===== src/rtl/uart_transmitter.sv =====
// uart_transmitter: 8-bit UART transmitter with a one-byte holding register.
// Frame: start (0), data bits LSB first, optional even-parity bit, then
// IDLE_BITS high bit periods. Each bit lasts CLKS_PER_BIT clocks.
// Build option: define UART_TX_PARITY_EN to include the parity bit.
//
// Ports:
//   CLOCK_125_p  in   system clock, rising edge
//   RESET        in   asynchronous, active-high reset
//   tx_data[7:0] in   byte to transmit
//   tx_valid     in   tx_data is valid
//   tx_ready     out  holding register empty, byte can be accepted
//   busy         out  a frame is in progress
//   done         out  one-cycle pulse on the last cycle of each frame
//   Tx           out  serial line, idle high
module uart_transmitter #(
  parameter int unsigned CLKS_PER_BIT = 1,
  parameter int unsigned IDLE_BITS    = 2
) (
  input  logic       CLOCK_125_p,
  input  logic       RESET,
  input  logic [7:0] tx_data,
  input  logic       tx_valid,
  output logic       tx_ready,
  output logic       busy,
  output logic       done,
  output logic       Tx
);

  // Counter covers the longest state (STOP), so it can never wrap.
  localparam int unsigned STOP_LEN = IDLE_BITS * CLKS_PER_BIT;
  localparam int unsigned CNT_W    = $clog2(STOP_LEN + 1);
  localparam logic [CNT_W-1:0] BIT_LAST  = CNT_W'(CLKS_PER_BIT - 1);
  localparam logic [CNT_W-1:0] STOP_LAST = CNT_W'(STOP_LEN - 1);
  localparam logic [CNT_W-1:0] DONE_AT   = CNT_W'(STOP_LEN - 2);

  typedef enum logic [2:0] {
    IDLE,
    START,
    DATA,
`ifdef UART_TX_PARITY_EN
    PARITY,
`endif
    STOP
  } state_t;

  state_t           state, state_n;
  logic [CNT_W-1:0] cnt, cnt_n;
  logic [2:0]       bit_idx, bit_n;
  logic [7:0]       shift, shift_n;
  logic [7:0]       hold, hold_n;
  logic             tx_ready_n, busy_n, done_n, tx_n;
  logic             load;
  logic             accept;
`ifdef UART_TX_PARITY_EN
  logic             par, par_n;
`endif

  // tx_ready doubles as the "holding register empty" flag.
  assign accept = tx_valid & tx_ready;

  // Next-state and datapath logic.
  always_comb begin
    state_n    = state;
    cnt_n      = cnt;
    bit_n      = bit_idx;
    shift_n    = shift;
    hold_n     = hold;
    tx_ready_n = tx_ready;
    tx_n       = Tx;
    done_n     = 1'b0;
    load       = 1'b0;
`ifdef UART_TX_PARITY_EN
    par_n      = par;
`endif

    case (state)
      IDLE: begin
        load = ~tx_ready;
      end
      START: begin
        if (cnt == BIT_LAST) begin
          cnt_n   = '0;
          bit_n   = '0;
          state_n = DATA;
          tx_n    = shift[0];
        end else begin
          cnt_n = cnt + 1'b1;
        end
      end
      DATA: begin
        if (cnt == BIT_LAST) begin
          cnt_n = '0;
          if (bit_idx == 3'd7) begin
            bit_n = '0;
`ifdef UART_TX_PARITY_EN
            state_n = PARITY;
            tx_n    = par;
`else
            state_n = STOP;
            tx_n    = 1'b1;
`endif
          end else begin
            bit_n   = bit_idx + 1'b1;
            shift_n = shift >> 1;
            tx_n    = shift[1];
          end
        end else begin
          cnt_n = cnt + 1'b1;
        end
      end
`ifdef UART_TX_PARITY_EN
      PARITY: begin
        if (cnt == BIT_LAST) begin
          cnt_n   = '0;
          state_n = STOP;
          tx_n    = 1'b1;
        end else begin
          cnt_n = cnt + 1'b1;
        end
      end
`endif
      STOP: begin
        // done is registered, so raise it one cycle ahead of the exit edge.
        done_n = (cnt == DONE_AT);
        if (cnt == STOP_LAST) begin
          cnt_n   = '0;
          state_n = IDLE;
          load    = ~tx_ready;
        end else begin
          cnt_n = cnt + 1'b1;
        end
      end
      default: begin
        state_n = IDLE;
        cnt_n   = '0;
        tx_n    = 1'b1;
      end
    endcase

    // Start a frame: byte moves to the shift register, holding register frees.
    if (load) begin
      state_n    = START;
      cnt_n      = '0;
      shift_n    = hold;
      tx_n       = 1'b0;
      tx_ready_n = 1'b1;
`ifdef UART_TX_PARITY_EN
      par_n      = ^hold;
`endif
    end

    // load needs a full register, accept an empty one: never both.
    if (accept) begin
      hold_n     = tx_data;
      tx_ready_n = 1'b0;
    end

    busy_n = (state_n != IDLE);
  end

  // State and output registers.
  always_ff @(posedge CLOCK_125_p or posedge RESET) begin
    if (RESET) begin
      state    <= IDLE;
      cnt      <= '0;
      bit_idx  <= '0;
      shift    <= '0;
      hold     <= '0;
      tx_ready <= 1'b1;
      busy     <= 1'b0;
      done     <= 1'b0;
      Tx       <= 1'b1;
`ifdef UART_TX_PARITY_EN
      par      <= 1'b0;
`endif
    end else begin
      state    <= state_n;
      cnt      <= cnt_n;
      bit_idx  <= bit_n;
      shift    <= shift_n;
      hold     <= hold_n;
      tx_ready <= tx_ready_n;
      busy     <= busy_n;
      done     <= done_n;
      Tx       <= tx_n;
`ifdef UART_TX_PARITY_EN
      par      <= par_n;
`endif
    end
  end

endmodule


===== config.mk =====
export PLATFORM = sky130hd
export DESIGN_NAME = uart_transmitter
export DESIGN_NICKNAME = d
export VERILOG_FILES = /design/src/rtl/uart_transmitter.sv
export SDC_FILE = /design/constraint.sdc
export NUM_CORES = 1
export LEC_CHECK = 0
export ABC_CLOCK_PERIOD_IN_PS = 2200
export CORE_UTILIZATION = 54
export DETAILED_ROUTE_END_ITERATION = 8
export GPL_ROUTABILITY_DRIVEN = 0
export PLACE_DENSITY = 0.85
export SLEW_MARGIN = 20
export SYNTH_ARGS = -nofsm -noshare
export SYNTH_HDL_FRONTEND = slang
export SYNTH_SLANG_ARGS = --single-unit

===== constraint.sdc =====
create_clock -name CLOCK_125_p -period 2.2 [get_ports CLOCK_125_p]
set_clock_uncertainty 0.15 [all_clocks]
set_input_delay 0.22 -clock CLOCK_125_p [delete_from_list [all_inputs] [get_ports CLOCK_125_p]]
set_output_delay 0.22 -clock CLOCK_125_p [all_outputs]
set_load 0.005 [all_outputs]

======== After elaboration in Yosys (flattened, before gate mapping) ========
Index checks and enable logic that the tools add are counted.
storage, ports and cells
  flip-flop bits (word level) ............. 28
  input port bits ......................... 11
  output and inout port bits .............. 4
  word-level logic and storage cells ...... 65
operators by class
  add/sub/neg operators ................... 2
  equal/unequal tests ..................... 12
  mux-type cells .......................... 28
  bitwise operators ....................... 2
  reduce and logical (&&, ||, !) cells .... 12
operators with widths
  cell                                                                      number
  8-bit 2-to-1 mux                                                          4
  3-bit 2-to-1 mux                                                          8
  3-bit one-hot mux with 4 select lines                                     1
  3-bit AND reduction                                                       3
  1-bit 2-to-1 mux                                                          8
  2-bit inequality test (second input constant)                             4
  2-bit nonzero test                                                        4
  3-bit by 2-bit == test with 1-bit output (second input constant)          2
  2-bit 2-to-1 mux                                                          3
  3-bit inequality test (second input constant)                             2
  2-bit one-hot mux with 3 select lines                                     1
  3-bit one-hot mux with 2 select lines                                     1
  2-bit OR reduction                                                        2
  3-bit by 1-bit adder with 3-bit output (second input constant)            1
  3-bit by 1-bit == test with 1-bit output (second input constant)          1
  3-bit == test (second input constant)                                     1
  3-bit zero test                                                           1
  1-bit one-hot mux with 3 select lines                                     1
  3-bit nonzero test                                                        1
  2-bit by 1-bit adder with 2-bit output (second input constant)            1
  2-bit by 1-bit == test with 1-bit output (second input constant)          1
  2-bit zero test                                                           1
  2-bit by 1-bit inequality test with 1-bit output (second input constant)  1
  1-bit one-hot mux with 2 select lines                                     1
  other kinds (2)                                                           2

======== Longest topological paths before layout ========
Gate-level depths: netlist of run 1.
  depth after elaboration ................. 6
  depth in mapped cells ................... 7

======== Worst setup path after synthesis of run 1 ========
Ideal clock, no wire load.
  kind .................................... register to register
  start point ............................. register bit_idx[0]
  end point ............................... register shift[0]
  setup time .............................. 125 ps
  data arrival time ....................... 1497 ps
  data required time ...................... 1925 ps
  path slack .............................. 428 ps
  cell stages (with the launch flop) ...... 6
  path buffers ............................ 0
  period minus slack after synthesis ...... 1772 ps
  cells stage by stage .................... dfrtp_1 -> ha_1 -> ha_1 -> nor3_4 -> mux2i_1 -> a21oi_1
on the way
  longest elaborated chain between the ends .. 3
RTL lines
  element                                 RTL line  source
  from (decl)                             48        logic [2:0] bit_idx, bit_n;
  from (signal assigned)                  179       bit_idx <= bit_n;
  3-bit == test                           93        if (bit_idx == 3'd7) begin
  2-bit inequality test (no source line)  n/a
  3-bit AND reduction (no source line)    n/a
  to (signal assigned)                    180       shift <= shift_n;
  to (decl)                               49        logic [7:0] shift, shift_n;
Every way passes these cells.
A chain may end at the register's enable or synchronous reset.

======== Final worst setup path of run 1 ========
Ends and elaborated chain as after synthesis.

==> metrics.yaml, run 1 <==
antenna_found_initial: 0
p_seq_share_pct: 51.1
die_w_um: 52.0
fp.dieH_um: 52.0
worstPathCellList: "ha_1, ha_1, nor3_4, mux2i_1, a21oi_1"
pre_cts_slack_ns: 0.277
cp_data_required_time_ns: 2.26
most-common-layout-cells: "dfrtp_1, nor2_1, clkdlybuf4s50_1"
async_flop_share_pct: 100
gr-usage-all-layers_pct: 21.1
cap_violations: 0
dieArea_mm2: 0.00270
cts_inserted_buffers: 3
final_common_cell: "dfrtp_1"
port_buffers: 14
p_per_area_mw_per_mm2: 1150
clock_sinks: 28
drive_gt1_share_pct: 13.9
finalSetupViolations: 0
path_common_cell: "ha_1"
drc: 0
slowest_stage: "dfrtp_1"
synth_edf_count: 0
timing.rr.start: "bit_idx[0]"
finalInstanceArea_mm2: 0.00153
drtIter0Drc: 17
start_util_pct: 59.2
syn-mean-instance-area_um2: 11.0
grt_overflow_total: 0
layout_min_cycle_time_ns: 1.95
cts_tree: "built"
grt_max_degree: 29
rows: 17
min-delay-path-class: "in2async"
critPathKind: "reg2reg"
insertion_delay_ns: 0.32
tns_ns: 0
fin_crit_sh_pct: 88.7
clkPwrFrac_pct: 12.2
slowest_delay_ns: 0.44
hold_viol: 0
ir_drop_mv: 0.730
clockBufferDepth: 2
syn_inst: 122
dr.pass1.iters: 4
ios: 15
synth_cell_types: 29
setup.worst_path.end_class: "flop"
p_sw_mw: 0.625
timing.fmax_mhz: 512
r2r_end: "shift[0]"
post-cts-setup-buffers: 0
wl_um: 2380
avgRoutedWirePerCell_um: 14.4
place_area_mm2: 0.00151
status: "finished, final reports clean"
path_clk_slew_ns: 0.15
cts.hold.buffers_added: 0
cts-resized-gates: 0
ant_nets: 0
via_per_inst: 5.69
crit_arrival_ns: 2.02
swShare_pct: 35.3
rrSetupSlack_ns: 0.25
critical_path_peak_fanout: 8
layout.nets: 154
htreeDepth: 1
comb_power_share_pct: 36.7
fill_cells: 155
p_int_mw: 1.14
dp_hpwl_um: 1710
vias: 939
clock_tree.root_cell: "clkbuf_4"
setup_slack_ns: 0.248
ys_seq_area_share_pct: 52.2
syn-num-nets: 138
yosys_most_used_dff: "dfrtp_1"
yosysWarnings: 0
worstRegToRegCells: 5
grt_first_pass_wirelength_um: 4140
areaGrowthSynthToFinish_pct: 13.7
syn_area_mm2: 0.00135
power_leakage_nw: 0.676
synth-seq-cells: 28
grt_pass1_vias: 952
diodes: 0
core_mm2: 0.00228
startpoint_type: "flop"
rsz0062_at_grt: "false"
report.final.slew_viol_count: 0
-- power by group through the flow --
stage          clock network, mW  logic, mW  registers, mW
5_1_grt                    0.236      0.736          0.935
4_1_cts                    0.220      0.654          0.902
6_report                   0.216      0.650          0.904
3_3_place_gp                   0      0.607          0.900
2_1_floorplan                  0      0.529          0.840
3_5_place_dp                   0      0.651          0.912
-- state kept, by name (all words and copies together), names as in the netlist --
register and cells:
shift 8, Tx 1, tx_ready 1, bit_idx 3, state 3, busy 1, cnt 2, done 1
hold 8
-- worst max-delay path by stage --
| stage | startpoint | to | slack [ns] | cells past startpoint |
|---|---|---|---|---|
| floorplan | bit_idx[0] | shift[0] | 0.43 | 5 |
| global placement | bit_idx[0] | shift[5] | 0.31 | 5 |
| detailed placement | bit_idx[0] | shift[2] | 0.28 | 5 |
| CTS | bit_idx[0] | shift[0] | 0.23 | 5 |
| global route | cnt[0] | shift[0] | 0.13 | 6 |
| finish | bit_idx[0] | shift[0] | 0.25 | 5 |
-- Yosys cell counts, types with 2 or more instances --
cell,number,area [µm²]
dfrtp_1,26,651
o21ai_0,3,15.0
a22oi_1,2,15.0
ha_1,5,62.6
mux2i_1,8,80.1
inv_1,6,22.5
a21oi_1,9,45.0
dfstp_2,2,52.6
a22o_1,7,61.3
mux2_2,9,101
buf_2,4,20.0
nand2_1,7,26.3
nor2_1,18,67.6
-- metal layers --
layer,global-route usage (%),up-vias,wire [µm]
met4,8.56,0,30
li1,-,451,-
met5,0,-,0
met1,26.9,458,1040
met3,3.51,4,79
met2,35.3,26,1220
-- per-stage QoR --
stage	utilization (%)	power, mW	hold slack (ns)	cells
after floorplan	-	1.37	0.133	122
after global placement	66.2	1.51	0.310	161
after detailed placement	66.2	1.56	0.318	161
after CTS	67.3	1.78	0.102	165
after global routing	67.3	1.91	0.123	165
final	67.3	1.77	0.0891	165
-- worst max-delay path, delay by kind of cell (launching register included) --
kind | cells | cell delay, ns
muxes | 1 | 0.25
DFF | 1 | 0.44
and+or+nand+nor | 1 | 0.44
AOI/OAI and AO/OA | 1 | 0.09
adders and majority gates | 2 | 0.47
-- final cells by class --
class	instances	area, µm²	share of cell area (%)
timing repair buffer	16	155	10.1
sequential	28	703	45.9
clock buffer	4	26.3	1.71
inverter	6	22.5	1.47
multi-input combinational	83	591	38.5
tap	28	35.0	2.29
-- cell families (layout without fill, tap and decap cells) --
kind of cell,count (synthesis),count (layout),synth area share [%]
AOI/OAI and AO/OA,26,26,12.8
xor gates and xnor gates,1,1,0.650
adders and majority gates,5,5,4.64
buffers and inverters,11,26,3.99
DFF,28,28,52.2
muxes,17,17,13.5
other,1,1,0.278
and+or+nand+nor,33,33,12.0
No activity file was read; power rests on OpenSTA's default activity.
==> run 2: changes to the inputs <==
==> constraint.sdc (replaced) <==
create_clock -name CLOCK_125_p -period 2.2 [get_ports CLOCK_125_p]
set_clock_uncertainty 0.15 [all_clocks]
set_input_delay 0.55 -clock CLOCK_125_p [delete_from_list [all_inputs] [get_ports CLOCK_125_p]]
set_output_delay 0.55 -clock CLOCK_125_p [all_outputs]
set_load 0.005 [all_outputs]
==> run 2 against run 1 <==
Global-route usage grew 0.78 points. Worst hold slack gained 0.26 ns. Sequential share of layout area shrank 0.77 points. Total power grew 8.1%. Die area is the same. Non-clock buffer count is the same. First-iteration DRC count grew 130%. Combinational power grew 1%. Count of clock-buffer cells in the layout shrank 1.
==> metrics.yaml, run 2 (synthesis results as in run 1) <==
cts.hold.buffers_added: 0
p_seq_share_pct: 47.8
setup.worst_path.end: "tx_ready"
drc: 0
cap_violations: 0
rsz0062_at_grt: "false"
pre_cts_slack_ns: 0.234
finalSetupViolations: 0
cp.depth: 1
critPathBufInv: 1
wl_um: 2460
path_clk_slew_ns: 0.15
startpoint_type: "flop"
cp_data_required_time_ns: 1.50
diodes: 0
clkPwrFrac_pct: 17.8
cts-resized-gates: 0
dieArea_mm2: 0.00270
clockBufferDepth: 2
p_sw_mw: 0.656
cts_tree: "built"
gr-usage-all-layers_pct: 21.8
clock_tree.root_cell: "clkbuf_4"
tns_ns: 0
antenna_found_initial: 0
port_buffers: 14
avgRoutedWirePerCell_um: 14.9
start_util_pct: 59.2
insertion_delay_ns: 0.33
p_per_area_mw_per_mm2: 1230
timing.rr.start: "cnt[1]"
vias: 967
ios: 15
dr.pass1.iters: 4
finalInstanceArea_mm2: 0.00156
grt_max_degree: 29
ant_nets: 0
worstRegToRegCells: 6
status: "finished, final reports clean"
fin_crit_sh_pct: 98.0
layout_min_cycle_time_ns: 2.16
worstPathCellList: "clkdlybuf4s50_1"
fp.dieH_um: 52.0
crit_start: "tx_ready"
hold_viol: 0
comb_power_share_pct: 34.4
place_area_mm2: 0.00151
core_mm2: 0.00228
top_regs: "hold: 8 flops, shift: 8 flops"
htreeDepth: 1
grt_first_pass_wirelength_um: 4240
die_w_um: 52.0
layout.nets: 154
most-common-layout-cells: "dfrtp_1, nor2_1, clkdlybuf4s50_1"
final_common_cell: "dfrtp_1"
min-delay-path-class: "reg2reg"
grt_pass1_vias: 972
path_delay_family: "flip-flops"
slowest_stage: "dfstp_2"
ir_drop_mv: 0.665
clock_sinks: 28
areaGrowthSynthToFinish_pct: 15.7
dp_hpwl_um: 1700
rows: 17
slowest_delay_ns: 0.61
power_leakage_nw: 0.689
cts_inserted_buffers: 3
setup.worst_path.end_class: "output pin"
swShare_pct: 34.3
drive_gt1_share_pct: 14.6
rrSetupSlack_ns: 0.15
post-cts-setup-buffers: 0
crit_arrival_ns: 1.46
r2r_end: "shift[0]"
timing.fmax_mhz: 464
critical_path_peak_fanout: 6
drtIter0Drc: 39
critPathKind: "reg2out"
via_per_inst: 5.86
min_from: "Tx"
setup_slack_ns: 0.0438
grt_overflow_total: 0
report.final.slew_viol_count: 0
p_int_mw: 1.26
-- run 2: cell types whose count changed in the layout (fill, tap and decap cells not counted), sizes merged --
cell    previous run  this run
clkbuf             4         3
bufinv             0         1
-- run 2: layer usage --
layer / vias up / share of wire (%) / routed length, µm / track usage, %
li1: 454 / - / - / -
met1: 475 / 44 / 1080 / 27.0
met2: 33 / 50 / 1230 / 36.8
met3: 5 / 4.7 / 115 / 4.68
met4: 0 / 1.6 / 39 / 9.01
met5: - / 0 / 0 / 0
-- run 2: worst min path at each step --
| stage | to | slack (ns) | cells past startpoint |
|---|---|---|---|
| floorplan | Tx | 0.31 | 2 |
| global placement | Tx | 0.30 | 2 |
| detailed placement | Tx | 0.33 | 2 |
| CTS | Tx | 0.35 | 2 |
| global route | Tx | 0.36 | 2 |
| finish | Tx | 0.35 | 2 |
-- run 2: final cells by class --
cell class | instances | area (µm²)
multi-input combinational | 83 | 591
tap | 28 | 35.0
sequential | 28 | 703
timing repair buffer | 16 | 155
fill | 145 | 717
clock buffer | 3 | 22.5
inverter | 6 | 22.5
clock inverter | 1 | 30.0
-- run 2: power groups by stage --
stage	Clock, mW	Combinational, mW	Sequential (mW)
after floorplan	0	0.529	0.840
after global placement	0	0.613	0.904
after detailed placement	0	0.648	0.919
after CTS	0.343	0.657	0.912
after global routing	0.357	0.724	0.941
final	0.341	0.658	0.915
-- run 2: per-stage QoR --
step	power [mW]	cells	util [%]	hold WS (ns)
after floorplan	1.37	122	-	0.305
after CTS	1.91	165	68.5	0.350
after global placement	1.52	161	66.2	0.302
final	1.91	165	68.5	0.352
after detailed placement	1.57	161	66.2	0.328
after global routing	2.02	165	68.5	0.356
